==> src/rtl/ps2_pkg.sv <==
// Shared constants for the PS/2 keyboard front end: move codes, scan codes,
// receiver state encoding and the scan-code-to-move lookup.
package ps2_pkg;

  localparam logic [2:0] KEY_NONE  = 3'b000;
  localparam logic [2:0] KEY_UP    = 3'b001;
  localparam logic [2:0] KEY_DOWN  = 3'b010;
  localparam logic [2:0] KEY_LEFT  = 3'b011;
  localparam logic [2:0] KEY_RIGHT = 3'b100;
  localparam logic [2:0] KEY_DIG   = 3'b101;

  localparam logic [7:0] SC_E0 = 8'hE0;
  localparam logic [7:0] SC_F0 = 8'hF0;
  localparam logic [7:0] SC_75 = 8'h75;
  localparam logic [7:0] SC_72 = 8'h72;
  localparam logic [7:0] SC_6B = 8'h6B;
  localparam logic [7:0] SC_74 = 8'h74;
  localparam logic [7:0] SC_1D = 8'h1D;
  localparam logic [7:0] SC_1B = 8'h1B;
  localparam logic [7:0] SC_1C = 8'h1C;
  localparam logic [7:0] SC_23 = 8'h23;
  localparam logic [7:0] SC_29 = 8'h29;

  typedef enum logic [1:0] {
    RX_IDLE   = 2'd0,
    RX_DATA   = 2'd1,
    RX_PARITY = 2'd2,
    RX_STOP   = 2'd3
  } rx_state_e;

  // Arrow keys only count with the E0 prefix, WASD/space only without it.
  function automatic logic [2:0] map_make(input logic ext, input logic [7:0] code);
    logic [2:0] mv;
    mv = KEY_NONE;
    if (ext) begin
      case (code)
        SC_75:   mv = KEY_UP;
        SC_72:   mv = KEY_DOWN;
        SC_6B:   mv = KEY_LEFT;
        SC_74:   mv = KEY_RIGHT;
        default: mv = KEY_NONE;
      endcase
    end else begin
      case (code)
        SC_1D:   mv = KEY_UP;
        SC_1B:   mv = KEY_DOWN;
        SC_1C:   mv = KEY_LEFT;
        SC_23:   mv = KEY_RIGHT;
        SC_29:   mv = KEY_DIG;
        default: mv = KEY_NONE;
      endcase
    end
    return mv;
  endfunction

endpackage

==> src/rtl/ps2_rx.sv <==
// PS/2 frame receiver: input synchronisers, ps2_clk glitch filter,
// start/data/parity/stop framing and an inactivity timeout.
module ps2_rx
  import ps2_pkg::*;
#(
  parameter int unsigned FILTER_LEN  = 8,
  parameter int unsigned TIMEOUT_CYC = 50000
) (
  input  logic       clk_i,
  input  logic       rst_ni,
  input  logic       ps2_clk_i,
  input  logic       ps2_data_i,
  output logic [7:0] scan_code_o,
  output logic       scan_valid_o,
  output logic       frame_err_o,
  output logic       timeout_o
);

  localparam int unsigned FW = $clog2(FILTER_LEN + 1);
  localparam int unsigned TW = $clog2(TIMEOUT_CYC + 1);

  logic [1:0]    clk_sync_q;
  logic [1:0]    dat_sync_q;
  logic          filt_q;
  logic [FW-1:0] fcnt_q;
  logic          fall_d;
  logic          bit_d;

  rx_state_e     state_q;
  logic [2:0]    bitcnt_q;
  logic [7:0]    shift_q;
  logic          par_q;
  logic [TW-1:0] tmo_q;
  logic [7:0]    scan_code_q;
  logic          scan_valid_q;
  logic          frame_err_q;
  logic          timeout_q;

  // Two-flop synchronisers; lines idle high.
  always_ff @(posedge clk_i or negedge rst_ni) begin
    if (!rst_ni) begin
      clk_sync_q <= '1;
      dat_sync_q <= '1;
    end else begin
      clk_sync_q <= {clk_sync_q[0], ps2_clk_i};
      dat_sync_q <= {dat_sync_q[0], ps2_data_i};
    end
  end

  // Filtered clock follows the synchronised clock only after FILTER_LEN equal samples.
  always_ff @(posedge clk_i or negedge rst_ni) begin
    if (!rst_ni) begin
      filt_q <= 1'b1;
      fcnt_q <= '0;
    end else if (clk_sync_q[1] == filt_q) begin
      fcnt_q <= '0;
    end else if (fcnt_q == FW'(FILTER_LEN - 1)) begin
      filt_q <= clk_sync_q[1];
      fcnt_q <= '0;
    end else begin
      fcnt_q <= fcnt_q + 1'b1;
    end
  end

  // Falling edge is flagged in the cycle the filter accepts the new low level.
  always_comb begin
    fall_d = filt_q & ~clk_sync_q[1] & (fcnt_q == FW'(FILTER_LEN - 1));
    bit_d  = dat_sync_q[1];
  end

  // Frame FSM with timeout; an edge in the terminal-count cycle takes priority.
  always_ff @(posedge clk_i or negedge rst_ni) begin
    if (!rst_ni) begin
      state_q      <= RX_IDLE;
      bitcnt_q     <= '0;
      shift_q      <= '0;
      par_q        <= 1'b0;
      tmo_q        <= '0;
      scan_code_q  <= '0;
      scan_valid_q <= 1'b0;
      frame_err_q  <= 1'b0;
      timeout_q    <= 1'b0;
    end else begin
      scan_valid_q <= 1'b0;
      frame_err_q  <= 1'b0;
      timeout_q    <= 1'b0;
      if (state_q == RX_IDLE) begin
        tmo_q <= '0;
        if (fall_d && !bit_d) begin
          state_q  <= RX_DATA;
          bitcnt_q <= '0;
        end
      end else if (fall_d) begin
        tmo_q <= '0;
        case (state_q)
          RX_DATA: begin
            shift_q  <= {bit_d, shift_q[7:1]};
            bitcnt_q <= bitcnt_q + 1'b1;
            if (bitcnt_q == 3'd7) state_q <= RX_PARITY;
          end
          RX_PARITY: begin
            par_q   <= bit_d;
            state_q <= RX_STOP;
          end
          RX_STOP: begin
            if (bit_d && (^{shift_q, par_q})) begin
              scan_code_q  <= shift_q;
              scan_valid_q <= 1'b1;
            end else begin
              frame_err_q <= 1'b1;
            end
            state_q <= RX_IDLE;
          end
          default: state_q <= RX_IDLE;
        endcase
      end else if (tmo_q == TW'(TIMEOUT_CYC - 1)) begin
        tmo_q       <= '0;
        frame_err_q <= 1'b1;
        timeout_q   <= 1'b1;
        state_q     <= RX_IDLE;
      end else begin
        tmo_q <= tmo_q + 1'b1;
      end
    end
  end

  assign scan_code_o  = scan_code_q;
  assign scan_valid_o = scan_valid_q;
  assign frame_err_o  = frame_err_q;
  assign timeout_o    = timeout_q;

endmodule

==> src/rtl/ps2_key_decoder.sv <==
// PS/2 keyboard to digger move decoder: receives frames via ps2_rx and turns
// make/break/extended sequences into a held 3-bit move code.
module ps2_key_decoder
  import ps2_pkg::*;
#(
  parameter int unsigned FILTER_LEN  = 8,
  parameter int unsigned TIMEOUT_CYC = 50000
) (
  input  logic       sys_clk,
  input  logic       rst_key_n,
  input  logic       ps2_clk,
  input  logic       ps2_data,
  output logic [2:0] key,
  output logic       key_pressed,
  output logic       key_strobe,
  output logic [7:0] scan_code,
  output logic       scan_valid,
  output logic       frame_err
);

  logic       rx_timeout;
  logic       ext_q;
  logic       brk_q;
  logic [2:0] key_q;
  logic       key_pressed_q;
  logic       key_strobe_q;
  logic [2:0] code_d;

  ps2_rx #(
    .FILTER_LEN (FILTER_LEN),
    .TIMEOUT_CYC(TIMEOUT_CYC)
  ) u_rx (
    .clk_i       (sys_clk),
    .rst_ni      (rst_key_n),
    .ps2_clk_i   (ps2_clk),
    .ps2_data_i  (ps2_data),
    .scan_code_o (scan_code),
    .scan_valid_o(scan_valid),
    .frame_err_o (frame_err),
    .timeout_o   (rx_timeout)
  );

  // Move code of the current byte under the pending E0 prefix.
  always_comb begin
    code_d = map_make(ext_q, scan_code);
  end

  // Prefix flags and held-key registers, updated one cycle after scan_valid.
  always_ff @(posedge sys_clk or negedge rst_key_n) begin
    if (!rst_key_n) begin
      ext_q         <= 1'b0;
      brk_q         <= 1'b0;
      key_q         <= KEY_NONE;
      key_pressed_q <= 1'b0;
      key_strobe_q  <= 1'b0;
    end else begin
      key_strobe_q <= 1'b0;
      if (rx_timeout) begin
        ext_q <= 1'b0;
        brk_q <= 1'b0;
      end else if (scan_valid) begin
        if (scan_code == SC_E0) begin
          ext_q <= 1'b1;
        end else if (scan_code == SC_F0) begin
          brk_q <= 1'b1;
        end else begin
          ext_q <= 1'b0;
          brk_q <= 1'b0;
          if (code_d != KEY_NONE) begin
            if (brk_q) begin
              if (key_pressed_q && (code_d == key_q)) begin
                key_q         <= KEY_NONE;
                key_pressed_q <= 1'b0;
              end
            end else if (!key_pressed_q || (code_d != key_q)) begin
              key_q         <= code_d;
              key_pressed_q <= 1'b1;
              key_strobe_q  <= 1'b1;
            end
          end
        end
      end
    end
  end

  assign key         = key_q;
  assign key_pressed = key_pressed_q;
  assign key_strobe  = key_strobe_q;

endmodule

==> config.mk <==
export PLATFORM = sky130hd
export DESIGN_NAME = ps2_key_decoder
export DESIGN_NICKNAME = d
export VERILOG_FILES = /design/src/rtl/ps2_pkg.sv /design/src/rtl/ps2_rx.sv /design/src/rtl/ps2_key_decoder.sv
export SDC_FILE = /design/constraint.sdc
export NUM_CORES = 1
export LEC_CHECK = 0
export CORE_MARGIN = 4
export CORE_UTILIZATION = 40
export CTS_CLUSTER_DIAMETER = 150
export DETAILED_ROUTE_END_ITERATION = 8
export PLACE_DENSITY = 0.61
export SYNTH_ARGS = -nofsm -noshare
export SYNTH_HDL_FRONTEND = slang
export SYNTH_SLANG_ARGS = --single-unit
==> constraint.sdc <==
create_clock -name sys_clk -period 6.2 [get_ports sys_clk]
set_input_delay 0.62 -clock sys_clk [delete_from_list [all_inputs] [get_ports sys_clk]]
set_output_delay 0.62 -clock sys_clk [all_outputs]
set_load 0.005 [all_outputs]
======== Yosys cells after proc, flatten, opt, wreduce, memory -nomap -nowiden ========
Index checks and enable logic that the tools add are counted.
cells by class
  bitwise gates (word level) .............. 8
  equal/unequal tests ..................... 25
  add/sub/neg operators ................... 3
  muxes and demuxes ....................... 50
  reductions and logical operators ........ 23
operator list
  operator               number
  $mux 16                3
  $eq 8x7->1 const B     4
  $mux 1                 29
  $eq 8x5->1 const B     3
  $mux 3                 8
  $add 16x1->16 const B  1
  $eq 16x16->1 const B   1
  $eq 8x6->1 const B     2
  $eq 8x8->1 const B     2
  $pmux 3 s5             1
  $pmux 3 s4             1
  $reduce_and 3->1       4
  $mux 2                 5
  $reduce_xor 9->1       1
  $mux 4                 2
  $reduce_bool 2->1      4
  $reduce_and 7->1       1
  $not 1->1              6
  $reduce_and 2->1       3
  $reduce_bool 3->1      2
  $add 4x1->4 const B    1
  $eq 2x2->1 const B     2
  $eq 4x3->1 const B     1
  $ne 2x1->1 const B     2
  16 further kinds       20
storage, ports and cells
  bits of input ports ..................... 4
  flip-flop bits (word level) ............. 57
  output and inout port bits .............. 15
  logic and storage cells ................. 127

======== Longest topological paths before layout ========
  word-level depth ........................ 12
  mapped depth ............................ 8
  depth with buffers taken out ............ 7

======== Hierarchy ========
Synthesis repeated with hierarchy kept, for this count alone.
second synthesis, totals
  cells, all modules ...................... 262
  area total of the unflattened synthesis .. 2,909.0 µm²
by module, submodules not included
  module           cells each  area each (µm²)  times used  sequential area each (µm²)
  ps2_rx           193         2,280.9          1           1,257.5
  ps2_key_decoder  69          628.1            1           175.2

======== Worst setup path after synthesis ========
No wires, ideal clock.
  kind .................................... register -> register
  from .................................... register u_rx.scan_code_q[0], in the netlist u_rx.scan_code_o[0]
  to ...................................... register key_q[0], in the netlist key[0]
  setup time .............................. 0.126 ns
  cell stages (with the launch flop) ...... 8
  setup slack ............................. 4.119 ns
  buffers on the path ..................... 1
  arrival ................................. 1.954 ns
  clock period less this slack ............ 2.081 ns
  required time ........................... 6.074 ns
  cells stage by stage .................... dfrtp_1 -> buf_4 -> and4bb_1 -> and4b_1 -> nor2_1 -> mux2_4 -> o32a_1 -> a311o_1
on the way
  cells in the longest elaborated chain, start to end .. 7
  elaborated cells between the ends (all ways) .. 26
ends and longest elaborated chain
  what                                                                     RTL line                                      text
  from (decl)                                                              ps2_rx.sv:34                                  logic [7:0] scan_code_q;
  from (signal assigned)                                                   ps2_rx.sv:107                                 scan_code_q <= shift_q;
  $eq 8x6->1, or another cell as far along                                 ps2_pkg.sv:44                                 case (code)
  $pmux 3 s5 / $pmux 3 s4 (equally long branches)                          ps2_pkg.sv:44, ps2_pkg.sv:36
  $mux 3                                                                   ps2_pkg.sv:35                                 if (ext) begin
  $eq 3x3->1 / $ne 3x3->1 (equally long branches)                          ps2_key_decoder.sv:71, ps2_key_decoder.sv:75
  $logic_and 1x1->1 / $logic_or 1x1->1 (equally long branches)             ps2_key_decoder.sv:71, ps2_key_decoder.sv:75
  $ne 2x1->1 (no source line) / $reduce_bool 2->1 (equally long branches)  --
  $reduce_and 7->1 (no source line)                                        --
  to (signal assigned)                                                     ps2_key_decoder.sv:76                         key_q <= code_d;
  to (decl)                                                                ps2_key_decoder.sv:24                         logic [2:0] key_q;
Several ways; a longest one is shown, not always the timed one. The select of a mux whose other input is x is not followed.
A chain may end at the register's enable or synchronous reset.

======== Final worst setup path ========
  from .................................... register u_rx.scan_code_q[4], in the netlist u_rx.scan_code_o[4]
  to ...................................... register key_q[0], in the netlist key[0]
The elaborated chain is that of the path after synthesis.

==> results.txt <==
----------------------------------------------------
[Floorplanning]
  Number of top-level pins ... 19
  Starting Density ... 40.8%
  Height of the chip ... 93.8 microns
  Overall die width ... 93.8 microns
  Area of the core ... 0.00721 sq mm
  Floorplan die area ... 0.00880 sq mm
  Std cell rows ... 31

[Yosys]
  Post-synthesis cell count ... 267
  Fraction of the yosys area taken by sequential cells ... 48.7%
  Post-Synthesis Net Count ... 281
  Synth Flop Type ... sky130_fd_sc_hd__dfrtp_1
  Total number of yosys warnings ... 0
  Share of Yosys cell area claimed by the top area cell type ... 44.2%
  Number of synthesized flops with an enable pin ... 0
  Post-synthesis average cell area ... 11.0 sq um
  Top post-synthesis cells by area ... sky130_fd_sc_hd__dfrtp_1, sky130_fd_sc_hd__mux2_2, sky130_fd_sc_hd__dfstp_2
  Synthesized area ... 0.00294 sq mm
  Ys async rst share ... 100%
  Flip-flop and latch count after synthesis ... 57
  Post-synthesis cell type count ... 52
  Cell type with the highest aggregate area in the netlist ... sky130_fd_sc_hd__dfrtp_1
  Cell types with the highest counts after synthesis ... sky130_fd_sc_hd__dfrtp_1, sky130_fd_sc_hd__nor2_1, sky130_fd_sc_hd__nand2_1
  Most common cell in the netlist ... sky130_fd_sc_hd__dfrtp_1

[STA]
  Hold Fails Final Rpt ... 0
  Max-slew violations ... 0
  Maximum clock frequency ... 449 MHz
  Post-route setup TNS ... 0 ns
  Shortest clock period the worst path allows after layout ... 2.23 ns
  Slew at the pin with the worst max-slew slack ... 0.718 ns
  Period Utilization, post-route ... 36.0%
  Remaining max-slew budget at the tightest pin ... 52.1%
  Final Skew ... 0.0131 ns
  Setup violation total in the final timing report ... 0
  Unrepaired setup endpoints after global routing ... no

[Power and ir drop]
  Power density relative to cell area ... 248 mW/mm^2
  Maximum vdd ir drop ... 150 uV
  Leakage ... 1.58 nW

[Global route]
  Grt ovf ... 0
  Initial antenna violation count ... 0
  Pin count of the biggest net entering global routing ... 58
  Aggregate global-route resource usage ... 13.5%
  Global-route wire length before repair ... 9430 microns
  Number of global-route vias before repair ... 2057

[Drt]
  Total DRC errors in the routed layout ... 0
  Final WL ... 5330 microns
  Iteration-0 DRC count of the detailed router ... 86
  Detailed-routing iteration count for the pre-antenna-repair pass ... 4
  Overall via count from detail_route ... 2036
  Routed wire per std cell ... 13.6 microns
  Number of nets still failing antenna checks after routing ... 0
  Vias per cell ... 5.18

[Clocking]
  # H-tree levels ... 3
  Buffers from clock root to sink, at most ... 2
  Register clock-pin slew on the reported worst setup and hold paths ... 0.07 ns
  Clock tree from TritonCTS ... yes
  Clock network latency to the later pin of the worst-skew pair ... 0.34 ns
  Sinks on Clock Net ... 57
  Number of gates resized after cts ... 0
  Count of buffers added by post-CTS timing repair for setup ... 0
  Clock buffer count from CTS ... 9
  Clock Tree Root ... sky130_fd_sc_hd__clkbuf_8
  Post-CTS Hold Buffers ... 0

[Placed design]
  GPL Wtd Cong ... 0.861
  Total of buffers placed on input and output ports ... 18
  Detail Placement HPWL ... 3650 microns
  Number of placed instances, taps included ... 377

[Run]
  Count of maximum capacitance violations ... 0

[Layout]
  Number of inserted diodes ... 0
  Final net count ... 303
  Share of cells above drive strength 1 ... 15.0%
  Final Non-Filler Cells ... 393
  Layout area overhead ... 15.4%

[Min path]
  Worst min path class ... reg2reg

[Run status]
  Run status ... completed

[Setup path]
  Type of the worst setup path ... reg2reg
  Data required time at the worst endpoint ... 6.42 ns
  Nature of the critical path startpoint ... flip-flop
  Data arrival time of the worst path ... 2.45 ns
  Kind of end point of the critical path ... flip-flop
  Critical path peak fanout ... 12

----------------------------------------------------
## per-stage QoR
stage	power, mW	hold WS [ns]	instance area, sq um	util, %	setup WS (ns)
6_report	0.841	0.354	3400	47.1	3.97
5_1_grt	0.890	0.365	3400	47.1	3.83
3_3_place_gp	0.513	0.345	3210	44.5	4.03
3_5_place_dp	0.516	0.347	3210	44.5	3.98
2_1_floorplan	0.486	0.324	2940	-	4.12
4_1_cts	0.856	0.356	3400	47.1	3.98
## state kept, by name, summed over array words and instances (netlist names), 3 cells and up
name	cells
u_rx.tmo_q	16
u_rx.shift_q	8
key	3
u_rx.scan_code_o	8
u_rx.bitcnt_q	3
u_rx.fcnt_q	4
## final cells by class
type | instances | area, sq um
Fill cell | 685 | 3820
Multi-Input combinational cell | 195 | 1440
Sequential cell | 57 | 1430
Timing Repair Buffer | 19 | 183
Clock buffer | 12 | 145
Tap cell | 99 | 124
Clock inverter | 4 | 45.0
Inverter | 7 | 26.3
## path summary, 6_finish.rpt
| kind | start | to | slack, ns | depth (start not counted) |
|---|---|---|---|---|
| worst min register to register | u_rx.dat_sync_q[0] | u_rx.dat_sync_q[1] | 0.35 | 0 |
| worst max-delay path | u_rx.scan_code_o[4] | key[0] | 3.97 | 6 |
| max in group asynchronous | rst_key_n | u_rx.tmo_q[3] | 5.29 | 2 |
| worst min-delay path | u_rx.dat_sync_q[0] | u_rx.dat_sync_q[1] | 0.35 | 0 |
| worst max register to register | u_rx.scan_code_o[4] | key[0] | 3.97 | 6 |
| min in group asynchronous | rst_key_n | u_rx.tmo_q[14] | 0.41 | 2 |
## where the power goes
group,switching (mW),internal (mW)
Clock,0.139,0.195
Combinational,0.0629,0.0337
Sequential,0.0165,0.395
Total,0.218,0.623
## worst max-delay path, stage by stage (launching register included)
cell and delay, ns:
sky130_fd_sc_hd__dfrtp_1 0.54, sky130_fd_sc_hd__and4bb_1 0.27, sky130_fd_sc_hd__and4b_1 0.21, sky130_fd_sc_hd__nor2_1 0.18
sky130_fd_sc_hd__mux2_4 0.35, sky130_fd_sc_hd__o32a_1 0.29, sky130_fd_sc_hd__a311o_1 0.28
## placed cells by master, fill, tap and decap left out, types with 5 or more instances in the layout
cell type / n
sky130_fd_sc_hd__clkdlybuf4s50_1: 17
sky130_fd_sc_hd__and3_1: 9
sky130_fd_sc_hd__nor2_1: 31
sky130_fd_sc_hd__nand2_1: 18
sky130_fd_sc_hd__xnor2_1: 11
sky130_fd_sc_hd__and2_1: 6
sky130_fd_sc_hd__ha_1: 10
sky130_fd_sc_hd__mux2_2: 15
sky130_fd_sc_hd__o21ai_0: 9
sky130_fd_sc_hd__clkbuf_8: 10
sky130_fd_sc_hd__xor2_1: 11
sky130_fd_sc_hd__nor3_1: 8
sky130_fd_sc_hd__a21oi_1: 7
sky130_fd_sc_hd__dfstp_2: 5
sky130_fd_sc_hd__dfrtp_1: 52
sky130_fd_sc_hd__inv_1: 7
sky130_fd_sc_hd__nand3_1: 6
## routing by layer
layer / vias to the layer above / global-route usage, % / part of all wire, %
li1: 992 / - / -
met1: 997 / 17.2 / 46
met3: 8 / 4.41 / 4.7
met2: 39 / 21.7 / 48
met5: - / 0 / 0
met4: 0 / 4.69 / 1.3
## cell families (layout without fill, tap and decap cells)
kind of cell               count (synthesis)  in the layout  share of synthesized area (%)
AOI/OAI and AO/OA                         33             33                           8.41
and+or+nand+nor                          107            107                           20.2
DFF                                       57             57                           48.7
muxes                                     20             20                           7.69
buffers and inverters                     15             42                           2.34
adders and majority gates                 10             10                           4.25
xor gates and xnor gates                  25             25                           8.41
No activity file was read; power rests on OpenSTA's default activity.
